===== src/rtl/crc16_rx_check.sv =====
// CRC-16 receive checker: regenerates the CRC over a serial MSB-first frame,
// forwards payload bytes to the rx FIFO and flags pass/fail per frame.
// Ports: clk, rst (async active-low), sof/bit_valid/bit_in/eof serial input;
//        data_out/wrreq FIFO write; crc_calc/crc_rx/busy/crc_done/crc_ok/frame_err status.
module crc16_rx_check #(
  parameter logic [15:0] POLYNOMIAL        = 16'h8005,
  parameter logic [15:0] INITIAL_CRC_VALUE = 16'h4F4E
) (
  input  logic        clk,
  input  logic        rst,
  input  logic        sof,
  input  logic        bit_valid,
  input  logic        bit_in,
  input  logic        eof,
  output logic [7:0]  data_out,
  output logic        wrreq,
  output logic [15:0] crc_calc,
  output logic [15:0] crc_rx,
  output logic        busy,
  output logic        crc_done,
  output logic        crc_ok,
  output logic        frame_err
);

  typedef enum logic {IDLE, RECV} state_t;

  state_t      state_q, state_d;
  logic [15:0] lfsr_q, lfsr_d;
  logic [15:0] crc_calc_q, crc_calc_d;
  logic [2:0]  bit_cnt_q, bit_cnt_d;
  logic [1:0]  hold_cnt_q, hold_cnt_d;
  logic [7:0]  byte_sr_q, byte_sr_d;
  logic [7:0]  hold1_q, hold1_d;
  logic [7:0]  hold0_q, hold0_d;
  logic [7:0]  data_out_q, data_out_d;
  logic        wrreq_q, wrreq_d;
  logic        busy_q, busy_d;
  logic        crc_done_q, crc_done_d;
  logic        crc_ok_q, crc_ok_d;
  logic        frame_err_q, frame_err_d;

  // Frame-start values are folded in first so a sof bit is the first frame bit.
  logic [15:0] base_lfsr;
  logic [2:0]  base_cnt;
  logic [1:0]  base_hcnt;
  logic        active;
  logic        fb;
  logic [15:0] lfsr_n;
  logic [7:0]  sr_n;
  logic        err;

  always_comb begin
    state_d     = state_q;
    lfsr_d      = lfsr_q;
    crc_calc_d  = crc_calc_q;
    bit_cnt_d   = bit_cnt_q;
    hold_cnt_d  = hold_cnt_q;
    byte_sr_d   = byte_sr_q;
    hold1_d     = hold1_q;
    hold0_d     = hold0_q;
    data_out_d  = data_out_q;
    wrreq_d     = 1'b0;
    busy_d      = busy_q;
    crc_done_d  = 1'b0;
    crc_ok_d    = crc_ok_q;
    frame_err_d = frame_err_q;
    base_lfsr   = lfsr_q;
    base_cnt    = bit_cnt_q;
    base_hcnt   = hold_cnt_q;
    active      = (state_q == RECV);
    fb          = 1'b0;
    lfsr_n      = lfsr_q;
    sr_n        = byte_sr_q;
    err         = 1'b0;

    if (sof) begin
      base_lfsr   = INITIAL_CRC_VALUE;
      base_cnt    = 3'd0;
      base_hcnt   = 2'd0;
      active      = 1'b1;
      state_d     = RECV;
      busy_d      = 1'b1;
      lfsr_d      = INITIAL_CRC_VALUE;
      bit_cnt_d   = 3'd0;
      hold_cnt_d  = 2'd0;
      crc_ok_d    = 1'b0;
      frame_err_d = 1'b0;
    end

    if (active && bit_valid) begin
      fb         = bit_in ^ base_lfsr[15];
      lfsr_n     = {base_lfsr[14:0], 1'b0} ^ (fb ? POLYNOMIAL : 16'h0000);
      sr_n       = {byte_sr_q[6:0], bit_in};
      lfsr_d     = lfsr_n;
      crc_calc_d = lfsr_n;
      byte_sr_d  = sr_n;
      bit_cnt_d  = base_cnt + 3'd1;
      if (base_cnt == 3'd7) begin
        // Two-deep hold pipe keeps the trailing CRC bytes out of the FIFO.
        if (base_hcnt == 2'd2) begin
          wrreq_d    = 1'b1;
          data_out_d = hold1_q;
        end
        hold1_d    = hold0_q;
        hold0_d    = sr_n;
        hold_cnt_d = (base_hcnt == 2'd2) ? 2'd2 : base_hcnt + 2'd1;
      end
      if (eof) begin
        // A complete final byte brings the count up by one, so one prior
        // complete byte is the minimum for a two-byte frame.
        err         = (base_cnt != 3'd7) || (base_hcnt == 2'd0);
        crc_done_d  = 1'b1;
        busy_d      = 1'b0;
        state_d     = IDLE;
        frame_err_d = err;
        crc_ok_d    = (lfsr_n == 16'h0000) && !err;
      end
    end
  end

  always_ff @(posedge clk or negedge rst) begin
    if (!rst) begin
      state_q     <= IDLE;
      lfsr_q      <= INITIAL_CRC_VALUE;
      crc_calc_q  <= 16'h0000;
      bit_cnt_q   <= 3'd0;
      hold_cnt_q  <= 2'd0;
      byte_sr_q   <= 8'h00;
      hold1_q     <= 8'h00;
      hold0_q     <= 8'h00;
      data_out_q  <= 8'h00;
      wrreq_q     <= 1'b0;
      busy_q      <= 1'b0;
      crc_done_q  <= 1'b0;
      crc_ok_q    <= 1'b0;
      frame_err_q <= 1'b0;
    end else begin
      state_q     <= state_d;
      lfsr_q      <= lfsr_d;
      crc_calc_q  <= crc_calc_d;
      bit_cnt_q   <= bit_cnt_d;
      hold_cnt_q  <= hold_cnt_d;
      byte_sr_q   <= byte_sr_d;
      hold1_q     <= hold1_d;
      hold0_q     <= hold0_d;
      data_out_q  <= data_out_d;
      wrreq_q     <= wrreq_d;
      busy_q      <= busy_d;
      crc_done_q  <= crc_done_d;
      crc_ok_q    <= crc_ok_d;
      frame_err_q <= frame_err_d;
    end
  end

  assign data_out  = data_out_q;
  assign wrreq     = wrreq_q;
  assign crc_calc  = crc_calc_q;
  assign crc_rx    = {hold1_q, hold0_q};
  assign busy      = busy_q;
  assign crc_done  = crc_done_q;
  assign crc_ok    = crc_ok_q;
  assign frame_err = frame_err_q;

endmodule


===== config.mk =====
export PLATFORM = sky130hd
export DESIGN_NAME = crc16_rx_check
export DESIGN_NICKNAME = d
export VERILOG_FILES = /design/src/rtl/crc16_rx_check.sv
export SDC_FILE = /design/constraint.sdc
export NUM_CORES = 1
export LEC_CHECK = 0
export BUFFER_PORTS_ARGS = -buffer_cell sky130_fd_sc_hd__buf_2
export CORE_MARGIN = 4
export CORE_UTILIZATION = 60
export CTS_BUF_LIST = sky130_fd_sc_hd__clkbuf_8
export CTS_CLUSTER_DIAMETER = 120
export CTS_CLUSTER_SIZE = 25
export DETAILED_ROUTE_END_ITERATION = 10
export PLACE_DENSITY = 0.83
export SLEW_MARGIN = 10
export SYNTH_ARGS = -nofsm -noshare
export SYNTH_HDL_FRONTEND = slang
export SYNTH_SLANG_ARGS = --single-unit

===== constraint.sdc =====
create_clock -name clk -period 3.58 [get_ports clk]
set_input_delay 0.358 -clock clk [delete_from_list [all_inputs] [get_ports clk]]
set_output_delay 0.358 -clock clk [all_outputs]
set_load 0.03 [all_outputs]

* Yosys cells after proc, flatten, opt, wreduce, memory -nomap -nowiden
Index checks and enable logic that the tools add are counted.
Word-level totals: bits in registers 74, latch bits 0, bits in writable memories 0, bits in read-only memories 0, input bits 6, output and inout bits 45, word-level logic and storage cells 55, memories kept 0
Operators by class: $add $sub $neg 2, $mul 0, divide/modulo/power cells 0, order comparisons 0, equality and inequality tests 3, shifts and indexed selects 0, mux-type cells 26, bitwise gates (word level) 2, reductions and logical operators 8
Operator list (count):
- 2-to-1 mux 16 bit | 3
- 2-to-1 mux 1 bit | 17
- logical NOT 16 bit | 1
- bitwise XOR 16 bit | 1
- 2-to-1 mux 2 bit | 4
- 2-to-1 mux 3 bit | 2
- adder 3 x 1 -> 3 bit (second input constant) | 1
- equality test 3 bit (second input constant) | 1
- inequality test 3 bit (second input constant) | 1
- AND reduction 3 bit | 1
- adder 2 x 1 -> 2 bit (second input constant) | 1
- equality test 2 bit (second input constant) | 1
- logical AND 1 bit | 2
- logical NOT 2 bit | 1
- AND reduction 2 bit | 1
- logical NOT 1 bit | 1
- logical OR 1 bit | 1
- bitwise XOR 1 bit | 1

* Longest topological paths before layout
word-level depth 8, mapped depth 7, gate-level depth less buffers 6

* Worst setup path before layout
Ideal clock, no wire load.
kind input -> register, start in sof, end reg hold0_q[0], setup time 0.125 ns, arrival time 1.624 ns, data required time 3.455 ns, setup slack 1.831 ns, stages on the path 7, buffers on the path 2, cell sequence buf_2 nor2b_1 ha_1 ha_1 nand2_4 buf_6 mux2_4
On the way: longest elaborated chain between the ends 3, elaborated cells between the ends (all ways) 5, classes of those cells eq/ne: 1; mux: 2; reduce/logical: 2
RTL lines:
- start: declaration | line 11 | input logic sof,
- 2-to-1 mux 3 bit or 2-to-1 mux 1 bit (tied branches) | line 76 | if (sof) begin
- equality test 3 bit or logical AND 1 bit (tied branches) | line 98, 90
- AND reduction 2 bit (no source line) (*)
- end signal: assignment | line 145 | hold0_q <= hold0_d;
- end: declaration | line 34 | logic [7:0] hold0_q, hold0_d;
Every way passes the cells marked *; elsewhere a longest branch is shown, timed or not. A chain may end at the register's enable or synchronous reset.

* Worst setup path in the final report
start in sof, end reg data_out_q[5], in the netlist data_out[5]
On the way: longest elaborated chain between the ends 3, elaborated cells between the ends (all ways) 7, classes of those cells eq/ne: 2; mux: 3; reduce/logical: 2
RTL lines:
- 2-to-1 mux 3 bit, or another cell as far along | line 76
- equality test 3 bit, or another cell as far along | line 98 | if (base_cnt == 3'd7) begin
- AND reduction 3 bit (no source line) (*)
- end signal: assignment | line 146 | data_out_q <= data_out_d;
- end: declaration | line 35 | logic [7:0] data_out_q, data_out_d;
Marks and branches as above.

==> results.cfg <==
[die]
die_h_um = 79.9
coreArea_mm2 = 0.00488
start_util_pct = 63.6
die_x_um = 79.9
die_area_mm2 = 0.00639
rows = 25
pin_count = 51

[final_layout]
final_common_cell = dfrtp_1
layout-drive-gt1-share_pct = 34.5
nets = 327
antennaDiodeCount = 0
final_cell_mix = 65 x dfrtp_1, 51 x nand2_1, 50 x buf_2
fin_util_pct = 73.5
area_growth_pct = 15.6

[critical_path]
critPathTopFamily = buffers and inverters
cp_data_required_time_ns = 3.81
cpMaxStageDelayCell = buf_2
crit_fanout = 32
critical-path-max-stage-delay_ns = 0.44
crit_type = in -> reg
crit_chain = buf_2 -> inv_1 -> nand2_1 -> inv_1 -> ha_1 -> nand3_2 -> mux2_2
critPathLaunchType = input pin
path_buf_inv = 3
critPathMostFrequentCell = inv_1
end_kind = flop
arrival_ns = 2.17

[logic_synthesis]
yosysSeqAreaShare_pct = 60.0
synth_seq_cells = 74
syn_area_mm2 = 0.00310
synth_top_area_share_pct = 52.4
synth_top_cell_by_area = dfrtp_1
synth_cells = 265
yosysWarnings = 0
syn_nets = 275
synth.avg_cell_area_um2 = 11.7
ys_top_cells_by_area = dfrtp_1 52%, dfstp_2 7.6%, mux2_2 6.5%
synth.distinct_cells = 39

[power]
ir_drop_v = 0.000273
power_density_mw_per_mm2 = 500
p_leak_nw = 1.90

[global_route]
grt_usage_pct = 21.9
grt_pass1_vias = 2170
grt_pass1_wl_um = 10600
grt_max_degree = 33
grt_antenna_before_repair = 0
overflow = 0

[clock_tree]
root_buffer = clkbuf_8
cts_tree = built
cts.sinks = 74
clockBufferDepth = 2
path_clk_slew_ns = 0.08
htree_levels = 3
cts_buffers = 9
insertion_delay_ns = 0.35

[sta]
fin_worst_hold_slack_ns = 0.212
clock_skew_ns = 0.00676
rsz0062_at_grt = false
slew_viol_final = 0
min_period_ns = 1.94
setup_violations = 0
tightest_slew_ns = 0.645
finalSetupTns_ns = 0
slew_headroom_pct = 57.0
period_share_pct = 54.2
hold_violations = 0
fmax_mhz = 515

[place]
dp_hpwl_um = 4260
port_buffers = 50
gp_congestion = 0.802

[route]
firstDrtPassIters = 5
wirelength_um = 6050
wire_per_inst_um = 15.6
vias = 2178
drt_iter0_drc = 144
postRouteAntennaNets = 0
drc_errors = 0
via_per_inst = 5.60

[min_path]
hold_class = in -> reg

[run_status]
outcome = completed

[flow_run]
drv_cap = 0
-- what timing repair did --
| action | 4_1_cts | 5_1_grt |
|---|---|---|
| buffers inserted | 0 | 0 |
| endpoints found under the setup margin | 0 | 0 |
| hold endpoints to repair | 20 | 0 |
| gates resized for setup | 0 | 0 |
| hold buffers | 1 | 0 |
-- area by class of cell --
cell class / count / area (um2)
flip-flops and latches: 74 / 1860
fillers: 356 / 1290
repair buffers: 56 / 298
inverters: 8 / 30.0
clock inverters: 6 / 41.3
clock buffers: 10 / 138
multi-input cells: 168 / 1130
well taps: 67 / 83.8
-- metal layers --
metal | GRT usage [%] | vias to the layer above | share of wire, %
met3 | 5.53 | 13 | 5.4
li1 | - | 1021 | -
met4 | 9.12 | 0 | 2.0
met1 | 29.4 | 1067 | 44
met5 | 0 | - | 0
met2 | 33.9 | 77 | 49
-- sequential cells by signal, indices dropped and copies added, names as in the netlist, 2 cells and up --
| register | flops |
|---|---|
| crc_calc | 16 |
| hold_cnt_q | 2 |
| data_out | 8 |
| bit_cnt_q | 3 |
| hold1_q | 8 |
| byte_sr_q | 7 |
| hold0_q | 8 |
| lfsr_q | 16 |
-- power by group --
group          internal (W)  leakage, nW  switching (W)
sequential         0.000913        0.947      0.0000561
combinational     0.0000814        0.870       0.000168
clock              0.000270       0.0847       0.000306
-- through the flow --
| step | power, W | setup slack (ns) | area, um2 | cells |
|---|---|---|---|---|
| 6_report | 0.00179 | 1.64 | 3590 | 389 |
| 5_1_grt | 0.00189 | 1.51 | 3590 | 389 |
| 4_1_cts | 0.00181 | 1.69 | 3590 | 389 |
| 3_5_place_dp | 0.00123 | 1.33 | 3400 | 372 |
| 3_3_place_gp | 0.00122 | 1.40 | 3400 | 372 |
| 2_1_floorplan | 0.00115 | 1.83 | 3100 | 265 |
-- path summary, 6_finish.rpt --
kind | startpoint | to | slack, ns | cells past startpoint
setup / recovery | sof | data_out[5] | 1.64 | 7
hold / removal | eof | state_q | 0.21 | 2
setup reg to reg | state_q | bit_cnt_q[2] | 1.80 | 3
hold reg to reg | crc_calc[11] | crc_calc[11] | 0.47 | 2
max in group asynchronous | rst | lfsr_q[11] | 2.25 | 3
min in group asynchronous | rst | hold0_q[0] | 0.53 | 2
-- Yosys cell counts --
cell / n
a21o_1: 4
a21oi_1: 6
a22o_1: 3
a2bb2oi_1: 1
a41oi_1: 1
and4b_1: 1
buf_1: 1
buf_2: 7
buf_6: 2
clkbuf_1: 5
dfrtp_1: 65
dfstp_2: 9
ha_1: 4
inv_1: 8
mux2_2: 18
mux2_4: 9
mux2i_1: 1
nand2_1: 51
nand2_4: 1
nand2b_1: 1
nand3_1: 8
nand3_2: 1
nand4_1: 1
nor2_1: 16
nor2b_1: 5
nor4_1: 3
o2111ai_1: 1
o211ai_1: 4
o21a_1: 1
o21ai_0: 9
o21ai_1: 1
o2bb2ai_1: 5
o311ai_0: 2
o31a_1: 1
o31ai_1: 1
o32ai_1: 2
or3b_2: 1
xnor2_1: 3
xor2_1: 2
-- cell families after synthesis --
| group | after synthesis | synth area share (%) |
|---|---|---|
| AOI/OAI and AO/OA | 42 | 9.51 |
| xor gates and xnor gates | 5 | 1.41 |
| muxes | 28 | 11.2 |
| DFF | 74 | 60.0 |
| adders and majority gates | 4 | 1.61 |
| buffers and inverters | 23 | 3.55 |
| and+or+nand+nor | 89 | 12.7 |
Note: power is estimated with default switching activity, not from simulation.
